File: src/rtl/prbs16_err_counter.sv
// Saturating error counter; a clear on the same edge as an increment yields 1.
module prbs16_err_counter #(
  parameter int unsigned CNT_W = 16
) (
  input  logic             clk,
  input  logic             rst_n,
  input  logic             inc,
  input  logic             clr,
  output logic [CNT_W-1:0] count
);

  logic [CNT_W-1:0] count_q;
  logic [CNT_W-1:0] count_d;

  always_comb begin
    count_d = count_q;
    if (clr) count_d = '0;
    if (inc && (count_d != '1)) count_d = count_d + CNT_W'(1);
  end

  // rst_n is active-high in this codebase despite its name.
  always_ff @(posedge clk or posedge rst_n) begin
    if (rst_n) count_q <= '0;
    else       count_q <= count_d;
  end

  assign count = count_q;

endmodule

File: config.mk
export PLATFORM = sky130hd
export DESIGN_NAME = prbs16_err_counter
export DESIGN_NICKNAME = d
export VERILOG_FILES = /design/src/rtl/prbs16_err_counter.sv
export SDC_FILE = /design/constraint.sdc
export NUM_CORES = 1
export LEC_CHECK = 0
export CAP_MARGIN = 25
export CORE_MARGIN = 1
export CORE_UTILIZATION = 48
export DETAILED_ROUTE_END_ITERATION = 6
export PLACE_DENSITY = 0.78
export SYNTH_ARGS = -nofsm -noshare
export SYNTH_HDL_FRONTEND = slang
export SYNTH_SLANG_ARGS = --single-unit
File: constraint.sdc
create_clock -name clk -period 3.4 [get_ports clk]
set_clock_uncertainty 0.2 [all_clocks]
set_input_delay 0.68 -clock clk [delete_from_list [all_inputs] [get_ports clk]]
set_output_delay 0.68 -clock clk [all_outputs]
set_load 0.01 [all_outputs]
==> results of run 1 <==
per-layer routing:
layer	track usage [%]	up-vias	routed length, um
li1	-	358	-
met3	3.75	2	77
met5	0	-	0
met4	5.63	0	10
met2	30.1	21	821
met1	29.4	344	853
stage by stage:
stage	worst slack [ps]	power, mW	hold slack [ps]
after global routing	1020	0.342	392
final	1080	0.326	338
after global placement	846	0.231	305
after CTS	1120	0.327	343
after floorplan	1450	0.216	341
after detailed placement	830	0.232	329
area by class of cell:
type	count	share of cell area (%)
well taps	16	1.87
repair buffers	20	18.5
multi-input cells	64	39.0
flip-flops and latches	16	37.5
inverters	3	1.05
clock buffers	3	2.11
critical path: cells and delay by family:
kind	cells	cell delay (ps)
buffers and inverters	2	840
and+or+nand+nor	1	440
AOI/OAI and AO/OA	2	360
worst max path at each step:
stage               startpoint   endpoint  slack (ps)  cells past startpoint
CTS                        clr  count[14]        1120                      5
floorplan                  clr   count[0]        1450                      4
finish                     clr  count[13]        1080                      5
global route               clr   count[0]        1020                      5
detailed placement         clr   count[0]         830                      5
global placement           clr   count[0]         850                      5
cells in the final DEF, fill, tap and decap left out, drive strengths merged, types with 2 or more instances in the layout:
cell type | Yosys | final
nand3 | 2 | 2
nand4 | 2 | 2
clkbuf | 2 | 3
a211oi | 2 | 2
a31oi | 2 | 2
nor2 | 5 | 5
xnor2 | 5 | 5
clkdlybuf4s50 | 0 | 19
and3 | 4 | 4
nand2b | 5 | 5
o31ai | 2 | 2
nor2b | 3 | 3
inv | 3 | 3
nor3 | 5 | 5
a21oi | 6 | 6
nand2 | 4 | 4
o21ai | 2 | 2
or4 | 3 | 3
dfrtp | 16 | 16
cells in the mapped netlist, drive strengths merged:
library cell,instances,share of area [%]
o31ai,2,1.8
clkbuf,2,0.90
inv,3,1.3
nand4,2,1.5
mux2,1,1.3
and2,1,0.75
and4,1,1.0
nor3,5,3.0
nor4,1,0.75
nand4b,1,1.0
a31oi,2,1.5
and3,4,3.0
nor3b,1,0.90
a21oi,6,3.6
dfrtp,16,48
or4,3,3.1
a311oi,1,1.0
o21ai,2,1.6
a211oi,2,1.8
o21bai,1,0.90
nor2b,3,2.2
xnor2,5,5.2
nand2b,5,3.7
nor2,5,2.2
nand2,4,2.1
o211ai,1,0.90
nor4b,1,1.0
and4b,1,1.2
nand3,2,1.2
a41o,1,1.2
power by group through the flow:
stage               Combinational, mW  Sequential (mW)  Clock [mW]
finish                         0.0294            0.199      0.0974
global route                   0.0319            0.200       0.110
CTS                            0.0296            0.199      0.0989
detailed placement             0.0295            0.202           0
global placement               0.0288            0.203           0
floorplan                      0.0131            0.203           0
cells by family (layout without fill, tap and decap cells):
group / count (synthesis) / count (layout) / synth area share [%]
muxes: 1 / 1 / 1.35
and+or+nand+nor: 40 / 40 / 28.9
buffers and inverters: 5 / 26 / 2.25
xor gates and xnor gates: 5 / 5 / 5.24
DFF: 16 / 16 / 47.9
AOI/OAI and AO/OA: 18 / 18 / 14.4
==> results.md, run 1 <==
* Status: finished with violations
* Violated checks: design-rule violations
* Synthesis-to-layout area growth at 27.8%
* Final instance area at 1070 um^2
* Area of the multi-input gates at 417 um^2
* All-Layer GR Usage at 20.0%
* Post-CTS setup buffers at 0
* Die width at 43.7 um
* CTS Buffer Depth at 2
* Largest net degree at the start of global routing at 17
* Final worst path period need at 2320 ps
* # setup viols final at 0
* Cell Rows at 14
* Via count at 725
* Worst Setup End Kind: flip-flop
* Post-CTS sizing at 0
* Worst-Skew Late Latency at 280 ps
* Combinational Power Share at 9.0%
* Relative slew slack at 60.4%
* CP max FO at 15
* Critical R2R Capture: count[14]
* Non-filler cells, final at 122
* RSZ-0062 raised after global routing: no
* # hold bufs at CTS at 0
* Vias/cell at 5.94
* DRC errors left at 1
* Final core utilization at 68.5%
* Yosys cell types at 33
* Final WL at 1760 um
* Hold WC Path Type: reg2reg
* Global-route wire length before repair at 2850 um
* Die area at 1910 um^2
* Setup tns final at 0 ps
* Cts bufs inserted at 3
* Post-Synthesis Net Count at 89
* Critical Path RT at 3400 ps
* Nets@finish at 112
* Max Cap Viol at 0
* GP Congestion at 0.712
* CP max stage delay at 590 ps
* Overflow after GRT at 0
* Die Height at 43.7 um
* Hold Fails Final Rpt at 0
* Number of flip-flops in the largest register at 16
* ANT cells at 0
* Hold Path Sink: count[2]
* Clock root cell: clkbuf_4
* CTS clk-pin slew, worst paths at 90 ps
* Hold depth at 1
* Vias in the first global route at 610
* FMAX at 431 MHz
* Min-delay src: count[2]
* Syn_area_per_cell at 9.83 um^2
* Peak supply drop at 0.000190 V
* DR WL/cell at 14.4 um
* Pwr dens at 305 nW/um^2
* DP Area at 1050 um^2
* Cell Int Power at 250 uW
* CORE AREA at 1560 um^2
* Synthesized area at 836 um^2
* Synthesized instance count at 85
* Port buffer count at 19
* H-tree depth reported by CTS at 1
* Crit path cell chain: clkdlybuf4s50_1 > buf_4 > o211ai_1 > or4_1 > a21oi_1
* Antenna violations before repair at 0
* P_leak at 0.423 nW
* Origin of the critical flop-to-flop path: count[2]
* Worst-margin pin slew at 593 ps
* Sequential fraction of design power at 61.1%
* CTS Sinks at 16
* I/O pin total at 20
* Max stage delay cell, worst path: clkdlybuf4s50_1
* Final Max Slew Viols at 0
* Detailed Routing Iterations Pass 1 at 6
* Sw Ratio at 23.2%
* Yosys warnings at 0
* Post-route ant nets at 0
* Fill cell count at 136
* CTS tree: done
* Worst Reg-to-Reg Cells at 4
* Net switching power figure at 75.7 uW
* Critical path type: in2reg
* Flops & latches, synth at 16
* Sequential Area at 400 um^2
* Starting Density at 53.6%
* Layout cell share with drive strength beyond 1 at 7.55%
* Clk pwr share at 29.9%
* CP arrival at 2320 ps
* Initial DRC count at 26
* Worst Setup Start Kind: input port
* Flop2flop setup slack at 1640 ps
* Final Cycle Share at 68.2%
* Post-DP HPWL at 1270 um
* Cell count after placement at 119
* Post-synthesis sequential area ratio at 47.9%
Power figures use the tool's default switching activity.
==> run 2, diff against run 1 <==
CORE_UTILIZATION = 47   (was 48)
PLACE_DENSITY = 0.76   (was 0.78)
clock period = 2.25 ns   (was 3.4 ns; I/O delays follow)
==> results.md, run 2 (synthesis results as in run 1) <==
* Status: finished clean
* Die Height at 44.2 um
* Post-CTS setup buffers at 0
* Worst Setup EP: count[0]
* Synthesis-to-layout area growth at 31.4%
* P_leak at 0.440 nW
* CP arrival at 1340 ps
* Die width at 44.2 um
* CTS clk-pin slew, worst paths at 90 ps
* # setup viols final at 0
* DRC errors left at 0
* Worst Reg-to-Reg Cells at 4
* Worst Setup Start Kind: flip-flop
* Origin of the worst setup path: count[0]
* DR WL/cell at 14.5 um
* Worst Setup End Kind: output pin
* Pwr dens at 450 nW/um^2
* Final Max Slew Viols at 0
* WP depth at 1
* CTS tree: done
* H-tree depth reported by CTS at 1
* CP max stage delay at 580 ps
* Flop2flop setup slack at 470 ps
* Post-CTS sizing at 0
* Origin of the critical flop-to-flop path: count[13]
* Port buffer count at 19
* Worst-Skew Late Latency at 280 ps
* Antenna violations before repair at 0
* DP Area at 1080 um^2
* Peak supply drop at 0.000331 V
* Crit path cell chain: clkdlybuf4s50_1
* Critical Path RT at 1600 ps
* Final core utilization at 69.7%
* Commonest cells after routing, fill and taps aside: clkdlybuf4s50_1, dfrtp_1, a21oi_1
* CTS Sinks at 16
* Final Cycle Share at 88.3%
* Final instance area at 1100 um^2
* Total power at 495 uW
* Vias/cell at 5.99
* Final WL at 1820 um
* Commonest non-fill, non-tap cell in the layout: clkdlybuf4s50_1
* CP max FO at 8
* Largest net degree at the start of global routing at 19
* Via count at 755
* Max stage delay cell, worst path: clkdlybuf4s50_1
* All-Layer GR Usage at 20.7%
* RSZ-0062 raised after global routing: no
* Layout cell share with drive strength beyond 1 at 10.9%
* Critical R2R Capture: count[0]
* Max Cap Viol at 0
* Number of flip-flops in the largest register at 16
* Worst-margin pin slew at 590 ps
* Final worst path period need at 1990 ps
* Relative slew slack at 60.7%
* Initial DRC count at 6
* GP Congestion at 0.740
* # hold bufs at CTS at 0
* Post-route ant nets at 0
* Starting Density at 53.0%
* Kind of cell adding the most delay to the critical path: buffers and inverters
* Detailed Routing Iterations Pass 1 at 4
* CORE AREA at 1580 um^2
* Hold WC Path Type: in2async
* ANT cells at 0
* Die area at 1950 um^2
* Nets@finish at 116
* Vias in the first global route at 708
* CP Buf/Inv Count at 1
* CTS Buffer Depth at 2
* Post-DP HPWL at 1320 um
* Critical path type: reg2out
* Global-route wire length before repair at 2960 um
* Cts bufs inserted at 3
* Clock root cell: clkbuf_4
* Hold Fails Final Rpt at 0
* FMAX at 504 MHz
* Cell Rows at 14
* Overflow after GRT at 0
* I/O pin total at 20
run 2: power by group:
part | leakage [nW] | switching [mW] | total (mW) | internal (mW)
Combinational | 0.206 | 0.0216 | 0.0456 | 0.0240
Clock | 0.0138 | 0.0858 | 0.148 | 0.0621
Sequential | 0.220 | 0.00821 | 0.301 | 0.293
run 2: per-stage QoR:
stage               cells  TNS (ps)  worst slack, ps  hold WS (ps)
floorplan              85         0              533           164
global placement      123         0             17.5           319
detailed placement    123     -8.15            -8.15           330
CTS                   126         0              271           343
global route          126         0              204           377
finish                126         0              264           319
run 2: cell type report:
class,count,area [um^2]
Clock buffer,3,22.5
Fill cell,129,478
Inverter,3,11.3
Multi-Input combinational cell,64,417
Sequential cell,16,400
Tap cell,16,20.0
Timing Repair Buffer,24,228
run 2: how the worst min path moves through the flow:
stage	depth (start not counted)	to
final	2	count[11]
after global routing	1	count[2]
after CTS	2	count[11]
after detailed placement	1	count[2]
after global placement	1	count[2]
after floorplan	1	count[0]
run 2: metal layers:
layer / vias up / global-route usage, % / share of wire (%)
met1: 360 / 27.7 / 48
li1: 367 / - / -
met2: 24 / 32.9 / 46
met3: 4 / 3.67 / 4.6
met4: 0 / 9.09 / 1.4
met5: - / 0 / 0
